<file path="config.mk">
export PLATFORM = sky130hd
export DESIGN_NAME = fifo_stream_reader
export DESIGN_NICKNAME = d
export VERILOG_FILES = /design/src/rtl/fifo_stream_reader.sv
export SDC_FILE = /design/constraint.sdc
export NUM_CORES = 1
export LEC_CHECK = 0
export ABC_AREA = 0
export ABC_CLOCK_PERIOD_IN_PS = 3480
export CAP_MARGIN = 10
export CORE_MARGIN = 1
export CORE_UTILIZATION = 30
export DETAILED_ROUTE_END_ITERATION = 6
export PLACE_DENSITY = 0.59
export SLEW_MARGIN = 20
export SYNTH_ARGS = -nofsm -noshare
export SYNTH_HDL_FRONTEND = slang
export SYNTH_SLANG_ARGS = --single-unit
</file>
<file path="constraint.sdc">
create_clock -name clk -period 3.48 [get_ports clk]
set_input_delay 0.696 -clock clk [delete_from_list [all_inputs] [get_ports clk]]
set_output_delay 0.696 -clock clk [all_outputs]
set_load 0.01 [all_outputs]
</file>
<file path="src/rtl/fifo_stream_reader.sv">
// Read-side engine for the synchronous FIFO: drains LEN words on a start pulse and
// presents them on a valid/ready stream through a 2-entry skid buffer.
//
// state | meaning
// IDLE  | waiting for start
// RUN   | issuing reads and streaming words out
// FLUSH | abort seen, waiting for any in-flight read to return
// DONE  | one-cycle completion pulse
module fifo_stream_reader #(
    parameter int WIDTH = 16,
    parameter int LEN_W = 8
) (
    input  logic             clk,
    input  logic             rst,
    input  logic             start,
    input  logic [LEN_W-1:0] len,
    input  logic             abort,
    input  logic             fifo_empty,
    input  logic [WIDTH-1:0] fifo_data_out,
    output logic             fifo_rd_en,
    output logic             m_valid,
    input  logic             m_ready,
    output logic [WIDTH-1:0] m_data,
    output logic             busy,
    output logic             done,
    output logic             aborted,
    output logic [LEN_W-1:0] xfer_cnt
);

    typedef enum logic [1:0] {S_IDLE, S_RUN, S_FLUSH, S_DONE} state_t;

    state_t             state_q, state_d;
    logic [LEN_W-1:0]   len_q, len_d;
    logic [LEN_W-1:0]   issued_q, issued_d;
    logic [LEN_W-1:0]   xfer_cnt_q, xfer_cnt_d;
    logic [1:0]         occ_q, occ_d;
    logic               inflight_q, inflight_d;
    logic [WIDTH-1:0]   buf0_q, buf0_d;
    logic [WIDTH-1:0]   buf1_q, buf1_d;
    logic               aborted_q, aborted_d;

    logic               pop;
    logic               push;
    logic               has_room;
    logic               rd_en;

    always_ff @(posedge clk) begin
        if (rst) begin
            state_q    <= S_IDLE;
            len_q      <= '0;
            issued_q   <= '0;
            xfer_cnt_q <= '0;
            occ_q      <= '0;
            inflight_q <= 1'b0;
            buf0_q     <= '0;
            buf1_q     <= '0;
            aborted_q  <= 1'b0;
        end else begin
            state_q    <= state_d;
            len_q      <= len_d;
            issued_q   <= issued_d;
            xfer_cnt_q <= xfer_cnt_d;
            occ_q      <= occ_d;
            inflight_q <= inflight_d;
            buf0_q     <= buf0_d;
            buf1_q     <= buf1_d;
            aborted_q  <= aborted_d;
        end
    end

    always_comb begin
        state_d    = state_q;
        len_d      = len_q;
        issued_d   = issued_q;
        xfer_cnt_d = xfer_cnt_q;
        occ_d      = occ_q;
        buf0_d     = buf0_q;
        buf1_d     = buf1_q;
        aborted_d  = aborted_q;

        pop  = (occ_q != 2'd0) && m_ready;
        // A returning word is dropped once abort is seen or we have left RUN.
        push = inflight_q && (state_q == S_RUN) && !abort;
        // Credit the word popped this cycle so a full-rate stream keeps reading.
        has_room = ({1'b0, occ_q} + {2'b00, inflight_q}) < (3'd2 + {2'b00, pop});
        rd_en = (state_q == S_RUN) && !fifo_empty && (issued_q < len_q) && has_room && !abort;
        inflight_d = rd_en;

        if (rd_en) issued_d = issued_q + LEN_W'(1);
        if (pop)   xfer_cnt_d = xfer_cnt_q + LEN_W'(1);

        case (occ_q)
            2'd0: begin
                if (push) begin
                    buf0_d = fifo_data_out;
                    occ_d  = 2'd1;
                end
            end
            2'd1: begin
                if (push && pop) begin
                    buf0_d = fifo_data_out;
                end else if (push) begin
                    buf1_d = fifo_data_out;
                    occ_d  = 2'd2;
                end else if (pop) begin
                    occ_d = 2'd0;
                end
            end
            default: begin
                if (pop) begin
                    buf0_d = buf1_q;
                    if (push) buf1_d = fifo_data_out;
                    else      occ_d  = 2'd1;
                end
            end
        endcase

        case (state_q)
            S_IDLE: begin
                if (start) begin
                    len_d      = len;
                    issued_d   = '0;
                    xfer_cnt_d = '0;
                    aborted_d  = 1'b0;
                    state_d    = (len == '0) ? S_DONE : S_RUN;
                end
            end
            S_RUN: begin
                if (abort) begin
                    occ_d   = 2'd0;
                    state_d = S_FLUSH;
                end else if (pop && ((xfer_cnt_q + LEN_W'(1)) == len_q)) begin
                    state_d = S_DONE;
                end
            end
            S_FLUSH: begin
                occ_d = 2'd0;
                if (!inflight_q) begin
                    aborted_d = 1'b1;
                    state_d   = S_DONE;
                end
            end
            default: state_d = S_IDLE;
        endcase
    end

    assign fifo_rd_en = rd_en;
    assign m_valid    = (occ_q != 2'd0);
    assign m_data     = buf0_q;
    assign busy       = (state_q == S_RUN) || (state_q == S_FLUSH);
    assign done       = (state_q == S_DONE);
    assign aborted    = (state_q == S_DONE) && aborted_q;
    assign xfer_cnt   = xfer_cnt_q;

endmodule

</file>
# After elaboration in Yosys (flattened, before gate mapping)
# Index checks and enable logic that the tools add are counted.
[op_classes]
n_addsub = 4
order_cmp = 2
n_eq_ne = 11
mux = 32
bitwise = 1
n_reduce_logical = 25
[ops]
columns = ["operator", "n"]
rows = [
  ["$mux 16", 6],
  ["$pmux 16 s2", 2],
  ["$mux 8", 6],
  ["$mux 2", 12],
  ["$add 8x1->8 const B", 2],
  ["$reduce_and 3->1", 4],
  ["$logic_and 1x1->1", 10],
  ["$ne 2x2->1 const B", 5],
  ["$eq 8x8->1", 1],
  ["$logic_not 8->1", 1],
  ["$lt 8x8->1", 1],
  ["$pmux 2 s2", 2],
  ["$pmux 2 s3", 1],
  ["$reduce_bool 2->1", 3],
  ["$eq 2x1->1 const B", 2],
  ["$eq 2x2->1 const B", 2],
  ["$logic_not 2->1", 2],
  ["$add 2x1->3", 1],
  ["$add 2x1->3 const A", 1],
  ["$lt 3x3->1", 1],
  ["$ne 3x2->1 const B", 1],
  ["$reduce_bool 3->1", 1],
  ["$logic_not 1->1", 2],
  ["$mux 1", 2],
  ["other kinds (4)", 4],
]
[word_totals]
reg_bits = 62
in_bits = 30
out_inout_bits = 29
wordCells = 84

# Logic depth before layout (Yosys ltp)
# Gate-level depths: netlist of the first run.
[logic_depth]
depth_word = 9
depth_mapped = 8
depth_no_buf = 8

# Worst setup path before layout of the first run
# Ideal clock, no wire load.
[synth_path]
path_kind = "input port to output port"
start = "in fifo_empty"
end = "out fifo_rd_en"
t_arrival_ns = 1.664
required_time_ns = 2.784
slack_ns = 1.120
stages = 4
cell_sequence = "or3_4 > a211oi_4 > o211ai_4 > a21oi_4"
[synth_via]
elab_chain_cells = 5
[synth_lines]
columns = ["item", "line_no", "source"]
rows = [
  ["start, declared", "18", "input logic fifo_empty,"],
  ["$logic_not 1->1", "86", "rd_en = (state_q == S_RUN) && !fifo_empty && (issued_q < len_q) && has_room && !abort;"],
  ["$logic_and 1x1->1 (4 in a row)", "86", ""],
  ["end, declared", "20", "output logic fifo_rd_en,"],
]
# No other way between the ends.

# Worst setup path after layout of the first run
# Same ends and word-level chain as after synthesis.

==> results by stage, run 1 <==
Run status:
- The run finished with clean final reports.

Route:
- For this block, the routed nets add up to 7.54 mm of wire.
- Detailed routing placed a total of 522 µm of wire on met3.
- The highest metal layer carrying signal wires in the routed design is met4.
- In the final routed layout, each cell accounts on average for 13.8 µm.
- The first-pass detailed-route iteration total is 4.
- After detailed routing, the number of remaining DRC violations is 0.
- The wire length the detailed router placed on met1 is 3.39 mm.
- The total length of routed met2 wires is 3.52 mm.
- The number of nets still failing antenna checks after routing is 0.
- The number of vias per cell after detailed routing is 4.86.
- The detailed router finished its first iteration with 59 violations.
- The via count is 2665.

Clock network:
- The clock net sink count is 62.
- The cell at the root of the clock tree is sky130_fd_sc_hd__clkbuf_8.
- Clock latency on the worst-skew pair, taken at its later pin, is 0.34 ns.
- The post-cts resize count is 0.
- In this run the deepest clock path goes through 2 buffers.
- The total clock buffers created by CTS is 9.
- The CTS clock-pin slew for the worst setup and hold paths is 0.07 ns.
- TritonCTS built the clock tree.
- The hold buffer count at CTS is 0.
- Post-CTS timing repair inserted 0 buffers for setup.
- The H-tree was split into 3 levels.

Floorplan:
- The die covers 10900 µm².
- The number of top-level design ports is 59.
- In this run the core area contains 36 standard-cell rows.
- The die width is 104 µm.
- In this run the vertical extent of the chip is 104 µm.
- The region available for standard cell placement spans 9950 µm².
- For this configuration, the core starts out at a cell density of 31.5%.

Yosys:
- The cell type contributing the most total cell area after synthesis is sky130_fd_sc_hd__dfxtp_1.
- After synthesis, the largest area contributor takes up 39.6% of total cell area.
- The dominant synthesized flop cell is sky130_fd_sc_hd__dfxtp_1.
- The number of register bits inferred by synthesis is 62.
- The total of warnings raised by yosys is 0.
- The sequential element share of the synthesized area is 39.6%.
- Sorting the synthesized cells by area gives the leading types as sky130_fd_sc_hd__dfxtp_1 40%, sky130_fd_sc_hd__mux2i_1 11%, sky130_fd_sc_hd__nor2_1 6.5%.
- The number of flops mapped to enable cells by yosys is 0.
- The post-synthesis area per instance is 8.93 µm².
- Synthesis produced a netlist with a net count of 396.
- The cell count after synthesis is 351.
- The post-synth design cell area is 3140 µm².
- The proportion of synthesized flip-flops having asynchronous set or reset is 0%.
- The count of distinct cell types in the synthesized netlist is 43.

Place:
- Summed over all nets, the half-perimeter wirelength after detailed placement is 5.44 mm.
- Routability-driven placement finished with a final weighted congestion of 0.795.
- Including well taps, the total number of placed cells is 533.
- Port buffering added 58 buffers.
- After detailed placement, the total cell area comes to 3870 µm².
- OpenSTA, run right after detailed placement, puts the worst setup slack at 0.158 ns.

Worst setup path:
- The endpoint type of the worst setup path is an output pin.
- The worst reg2reg path startpoint is occ_q[0]$_SDFF_PP0_.
- For the worst setup path, the data required time is 2.78 ns.
- The worst register-to-register path ends at issued_q[5]$_SDFF_PP0_.
- The kind of start point of the critical path is a primary input.
- The register-to-register path setup slack is 1.28 ns.
- Measured in cells, the most critical reg-to-reg path has a length of 8.
- The critical path in this run is classified as primary input to output pin.
- For the worst setup path, the data arrival time is 2.61 ns.
- Of all nets on the critical path, the largest fanout is 5.

STA:
- The part of the cycle the worst path needs is 95.1%.
- The final worst slack is 0.169 ns.
- Setup repair after global routing left no endpoint under its margin.
- The clock period could shrink to 3.31 ns.
- The pin slew with the least headroom to its limit is 0.668 ns.
- The total setup violations reported at the end of the flow is 0.
- The final number of max-transition violations is 0.
- The largest clock skew in the final design is 0.00631 ns.
- For this run, the top clock speed supported by timing is 0.302 GHz.
- Setup total negative slack on the finished layout was measured at 0 ns.
- The worst max-slew margin expressed relative to the limit is 55.5%.
- The final hold violation count was 0.

Layout:
- The fraction of layout cells with a size suffix above 1 is 7.71%.
- Once layout is done, the placed cells without fillers occupy 4060 µm².
- The final-layout fill cell count is 1025.
- Relative to the synthesized area, the layout overhead comes to 29.4%.
- The sequential standard cell area is 1240 µm².
- The leading cell type in the layout, fill and taps excluded is sky130_fd_sc_hd__dfxtp_1.
- The area of combinational cells with multiple inputs is 1770 µm².
- For this run, the number of standard cells in the final layout without fillers is 548.
- In the layout the commonest cells are 62 x sky130_fd_sc_hd__dfxtp_1, 58 x sky130_fd_sc_hd__clkdlybuf4s50_1, 53 x sky130_fd_sc_hd__nor2_1.
- The final net count is 456.
- The diode insertion count for antenna repair is 0.

Job:
- The total of max-cap violations is 0.

GRT:
- The initial antenna violation count is 0.
- The number of global-route vias before repair is 2702.
- The global-route total usage across every layer is 14.7%.
- The first global-routing pass estimated 12.8 mm of wire.
- After global routing the overflow that remains totals 0.
- The largest net degree at the start of global routing is 48.

Power and ir drop:
- The design draws 1.82 mW.
- The power per cell area is 448 nW/µm².
- IR analysis of the VDD net gives a maximum drop of 164 µV.
- The analysis attributes to cell leakage a power of 1.38 nW.

Worst hold path:
- The worst hold path was traced through 2 stages.
- The end point of the worst hold path is len_q[1]$_SDFFE_PP0P_.
- The worst hold path begins at len_q[1]$_SDFFE_PP0P_.
- The kind of path behind the tightest hold check is flip-flop to flip-flop.
[final cells by class]
type / instances / area share [%]
multi-input combinational: 258 / 43.6
sequential: 62 / 30.6
timing repair buffer: 66 / 15.8
tap: 133 / 4.10
clock buffer: 11 / 3.48
inverter: 14 / 1.30
clock inverter: 4 / 1.17
[registers in the layout (all words and copies together), names as in the netlist]
register	flops
m_data	16
issued_q	8
len_q	8
xfer_cnt	8
buf1_q	16
inflight_q	1
state_q	2
occ_q	2
aborted_q	1
[stage by stage]
step                hold WS (ns)  util, %
detailed placement         0.484     38.9
global placement           0.472     38.9
global route               0.523     40.8
finish                     0.490     40.8
CTS                        0.494     40.8
floorplan                  0.460        -
[synth_stat cells (3+ instances only)]
| cell | instances |
|---|---|
| sky130_fd_sc_hd__xor2_1 | 9 |
| sky130_fd_sc_hd__a211oi_1 | 18 |
| sky130_fd_sc_hd__nand2_1 | 30 |
| sky130_fd_sc_hd__nor3_1 | 3 |
| sky130_fd_sc_hd__nand2b_1 | 6 |
| sky130_fd_sc_hd__mux2i_1 | 35 |
| sky130_fd_sc_hd__nor2_1 | 54 |
| sky130_fd_sc_hd__nand4_1 | 5 |
| sky130_fd_sc_hd__inv_1 | 14 |
| sky130_fd_sc_hd__a21o_1 | 3 |
| sky130_fd_sc_hd__dfxtp_1 | 62 |
| sky130_fd_sc_hd__nor2b_1 | 4 |
| sky130_fd_sc_hd__xnor2_1 | 11 |
| sky130_fd_sc_hd__ha_1 | 15 |
| sky130_fd_sc_hd__clkbuf_1 | 9 |
| sky130_fd_sc_hd__nand3_1 | 4 |
| sky130_fd_sc_hd__o21ai_0 | 6 |
| sky130_fd_sc_hd__nor3b_1 | 3 |
| sky130_fd_sc_hd__a21oi_1 | 21 |
| sky130_fd_sc_hd__buf_2 | 4 |
| sky130_fd_sc_hd__a2111oi_2 | 3 |
[layer usage]
layer | vias up | GRT usage, %
met5 | - | 0
met3 | 10 | 6.27
met2 | 69 | 25.0
met1 | 1250 | 16.8
li1 | 1336 | -
met4 | 0 | 4.18
[how the worst max path moves through the flow]
stage,from,endpoint,slack (ns),depth (start not counted)
after floorplan,fifo_empty,fifo_rd_en,1.12,4
after global placement,fifo_empty,fifo_rd_en,0.18,6
after detailed placement,fifo_empty,fifo_rd_en,0.16,6
after CTS,fifo_empty,fifo_rd_en,0.15,6
after global routing,fifo_empty,fifo_rd_en,0.10,6
final,fifo_empty,fifo_rd_en,0.17,6
[critical path, stage by stage]
cell	delay, ns
sky130_fd_sc_hd__clkdlybuf4s50_1	0.44
sky130_fd_sc_hd__or3_4	0.41
sky130_fd_sc_hd__a211oi_4	0.21
sky130_fd_sc_hd__o211ai_4	0.16
sky130_fd_sc_hd__a21oi_4	0.15
sky130_fd_sc_hd__clkdlybuf4s50_1	0.55
[cell families after synthesis]
| logic type | share of synthesized area (%) |
|---|---|
| fa+ha+maj | 5.99 |
| flops | 39.6 |
| simple gates | 17.8 |
| buf+inv | 4.11 |
| mux | 11.2 |
| compound gates | 15.8 |
| xor+xnor | 5.59 |
[where the power goes]
part | leakage (nW) | switching (mW) | internal [mW] | total, mW
logic | 0.779 | 0.229 | 0.178 | 0.407
registers | 0.501 | 0.0329 | 0.743 | 0.776
clock network | 0.0952 | 0.289 | 0.344 | 0.634
total | 1.38 | 0.551 | 1.27 | 1.82
No activity file was read; power rests on OpenSTA's default activity.
==> run 2: changes to the inputs <==
- ABC_CLOCK_PERIOD_IN_PS: 3480 -> unset
- CTS_CLUSTER_SIZE: unset -> 12
==> results of run 2 <==
Same layout as run 1: the final DEF is identical, and so are final timing and power.
==> run 3: changes to the inputs <==
- CORE_UTILIZATION: 30 -> 28
- PLACE_DENSITY: 0.59 -> 0.56
==> run 3 against run 2 <==
Global-route usage down 0.78 points; sequential share of layout area decreased by 0.42 points; clock skew up 0.00099 ns; setup slack better by 0.028 ns; first-iteration DRC count grew 15%.
==> results by stage, run 3 (synthesis results as in run 1) <==
STA:
- The largest clock skew in the final design is 0.00730 ns.
- Adding up every negative setup slack in the final design gives 0 ns.
- At the pin with the least slew margin, the transition time is 0.650 ns.
- For this run, the top clock speed supported by timing is 0.305 GHz.
- The part of the cycle the worst path needs is 94.3%.
- The final number of max-transition violations was 0.
- The final hold violation count is 0.
- The total setup violations reported at the end of the flow is 0.
- Setup repair after global routing left no endpoint under its margin.
- In this run the tightest slew margin relative to its limit is 56.7%.
- The routed design could run at a clock period as short as 3.28 ns.

Layout:
- Of the cells placed in the final design, the portion with a size suffix greater than 1 is 7.67%.
- 0 antenna diodes ended up in the layout.
- The area growth from synthesis to layout is 31.2%.
- The library cell used most frequently in the layout, excluding fill and tap cells, is sky130_fd_sc_hd__dfxtp_1.
- After routing the design area is 4110 µm².
- The library cells used most frequently in the layout, excluding fill and tap cells, are 62 x sky130_fd_sc_hd__dfxtp_1, 58 x sky130_fd_sc_hd__clkdlybuf4s50_1, 53 x sky130_fd_sc_hd__nor2_1.
- The final layout contains 457 nets.

Floorplan:
- Once the floorplan was initialized, standard cells occupied 28.8% of the core.
- 59 I/O pins were placed.
- The die is 108 µm wide.
- From bottom edge to top edge, the die measures 108 µm.
- The initialized floorplan defines 38 standard-cell rows.
- The core area is 10900 µm².
- The die covers 11600 µm².

Run status:
- The flow ran to the end, and the final reports show no timing, DRC or antenna violations.

Worst setup path:
- By startpoint and endpoint, the worst setup path is classified as primary input to output pin.
- The endpoint of the lowest-slack register-to-register path is issued_q[3]$_SDFF_PP0_.
- The largest fanout on the critical path is 5.
- The signal arrival time at the worst endpoint is 2.59 ns.
- The worst setup path is launched from a primary input.
- The number of cells traversed by the worst register-to-register path is 8.
- The worst register-to-register path has a setup slack of 1.29 ns.
- The worst path required time is 2.78 ns.
- The endpoint type of the worst setup path is an output pin.
- The worst setup path startpoint is fifo_empty.
- The startpoint identified for the worst register-to-register timing path is occ_q[0]$_SDFF_PP0_.
- Following the worst setup path forward leads to its endpoint at fifo_rd_en.

GRT:
- The total congestion overflow is 0.
- The initial antenna violation count was 0.
- The first global-routing pass estimated 12.6 mm of wire.
- Across every metal layer, demand over resource in global routing totals 14.0%.
- The number of global-route vias before repair came to 2686.
- The largest net degree at the start of global routing is 48.

Clock network:
- The tree is rooted in a sky130_fd_sc_hd__clkbuf_8.
- The total clock buffers created by CTS is 9.
- The later pin in the worst-skew pair is clocked with a latency of 0.34 ns.
- The clock passes through at most 2 buffers.
- The clock tree from TritonCTS is built.
- The CTS clock-pin slew for the worst setup and hold paths is 0.07 ns.
- In this run the post-CTS setup repair buffer count came out at 0.
- CTS saw 62 sinks.
- The post-cts resize count is 0.
- The hold buffer count at CTS is 0.
- The H-tree depth is 3.

Place:
- In this run the cell area measured after placement is 3900 µm².
- Detailed placement finished with a half-perimeter wire length of 5.44 mm.
- Input and output buffers added on the ports amount to 58.
- The final weighted congestion in routability-driven placement is 0.782.

Power and ir drop:
- The analysis attributes to net switching a power of 0.542 mW.
- The clock network accounts for 37.1% of the total power.
- Summed over all cells, the static leakage comes to 1.39 nW.
- The power per cell area is 459 nW/µm².
- IR analysis of the VDD net gives a maximum drop of 156 µV.
- The share of total power dissipated in combinational logic is 21.8%.
- The post-route total power is 1.89 mW.
- The net switching fraction of the power is 28.7%.
- The sequential group share of total power is 41.1%.
- The internal power of the cells totals 1.35 mW.

Route:
- The number of vias per cell after detailed routing is 4.81.
- The aggregate routed wire length is 7.53 mm.
- The number of nets still failing antenna checks after routing is 0.
- In the routed design, unresolved DRC markers number 0.
- The first-pass detailed-route iteration total is 4.
- The number of DRC markers after the initial detailed-route iteration is 68.
- The post-detailed-route wirelength per cell is 13.5 µm.
- The routed layout has 2678 vias.

Worst hold path:
- The beginning of the worst hold path is len_q[6]$_SDFFE_PP0P_.
- The kind of path behind the tightest hold check is flip-flop to flip-flop.

Job:
- The total of max-cap violations is 0.
run 3: power by group through the flow:
stage | logic [mW] | clock network (mW) | registers [mW]
5_1_grt | 0.452 | 0.756 | 0.781
4_1_cts | 0.416 | 0.731 | 0.776
6_report | 0.411 | 0.701 | 0.776
3_3_place_gp | 0.406 | 0 | 0.792
2_1_floorplan | 0.278 | 0 | 0.785
3_5_place_dp | 0.413 | 0 | 0.793
run 3: critical path, cell delays in order:
cell	delay, ns
sky130_fd_sc_hd__clkdlybuf4s50_1	0.43
sky130_fd_sc_hd__or3_4	0.40
sky130_fd_sc_hd__a211oi_4	0.20
sky130_fd_sc_hd__o211ai_4	0.16
sky130_fd_sc_hd__a21oi_4	0.15
sky130_fd_sc_hd__clkdlybuf4s50_1	0.55
run 3: per-stage QoR:
step	std cells	hold slack, ns	util (%)	worst slack (ns)
after floorplan	351	0.460	-	1.12
after global placement	541	0.472	35.8	0.188
after detailed placement	541	0.479	35.8	0.198
after CTS	557	0.490	37.8	0.186
after global routing	557	0.505	37.8	0.133
final	557	0.490	37.8	0.197
run 3: worst min path at each step:
stage	endpoint	depth (start not counted)
floorplan	buf1_q[0]$_SDFFE_PP0P_	2
global placement	buf1_q[10]$_SDFFE_PP0P_	2
detailed placement	len_q[6]$_SDFFE_PP0P_	2
CTS	len_q[6]$_SDFFE_PP0P_	2
global route	len_q[4]$_SDFFE_PP0P_	2
finish	len_q[6]$_SDFFE_PP0P_	2
run 3: area by class of cell:
cell class,count,area [µm²]
fill,1109,6770
multi-input combinational,258,1770
sequential,62,1240
timing repair buffer,67,661
tap,140,175
clock buffer,13,149
clock inverter,3,67.6
inverter,14,52.6
run 3: per-layer routing:
metal / routed length [µm] / vias up / global-route usage [%]
li1: - / 1350 / -
met1: 3600 / 1245 / 17.1
met2: 3310 / 72 / 22.8
met3: 510 / 11 / 4.06
met4: 106 / 0 / 5.58
met5: 0 / - / 0
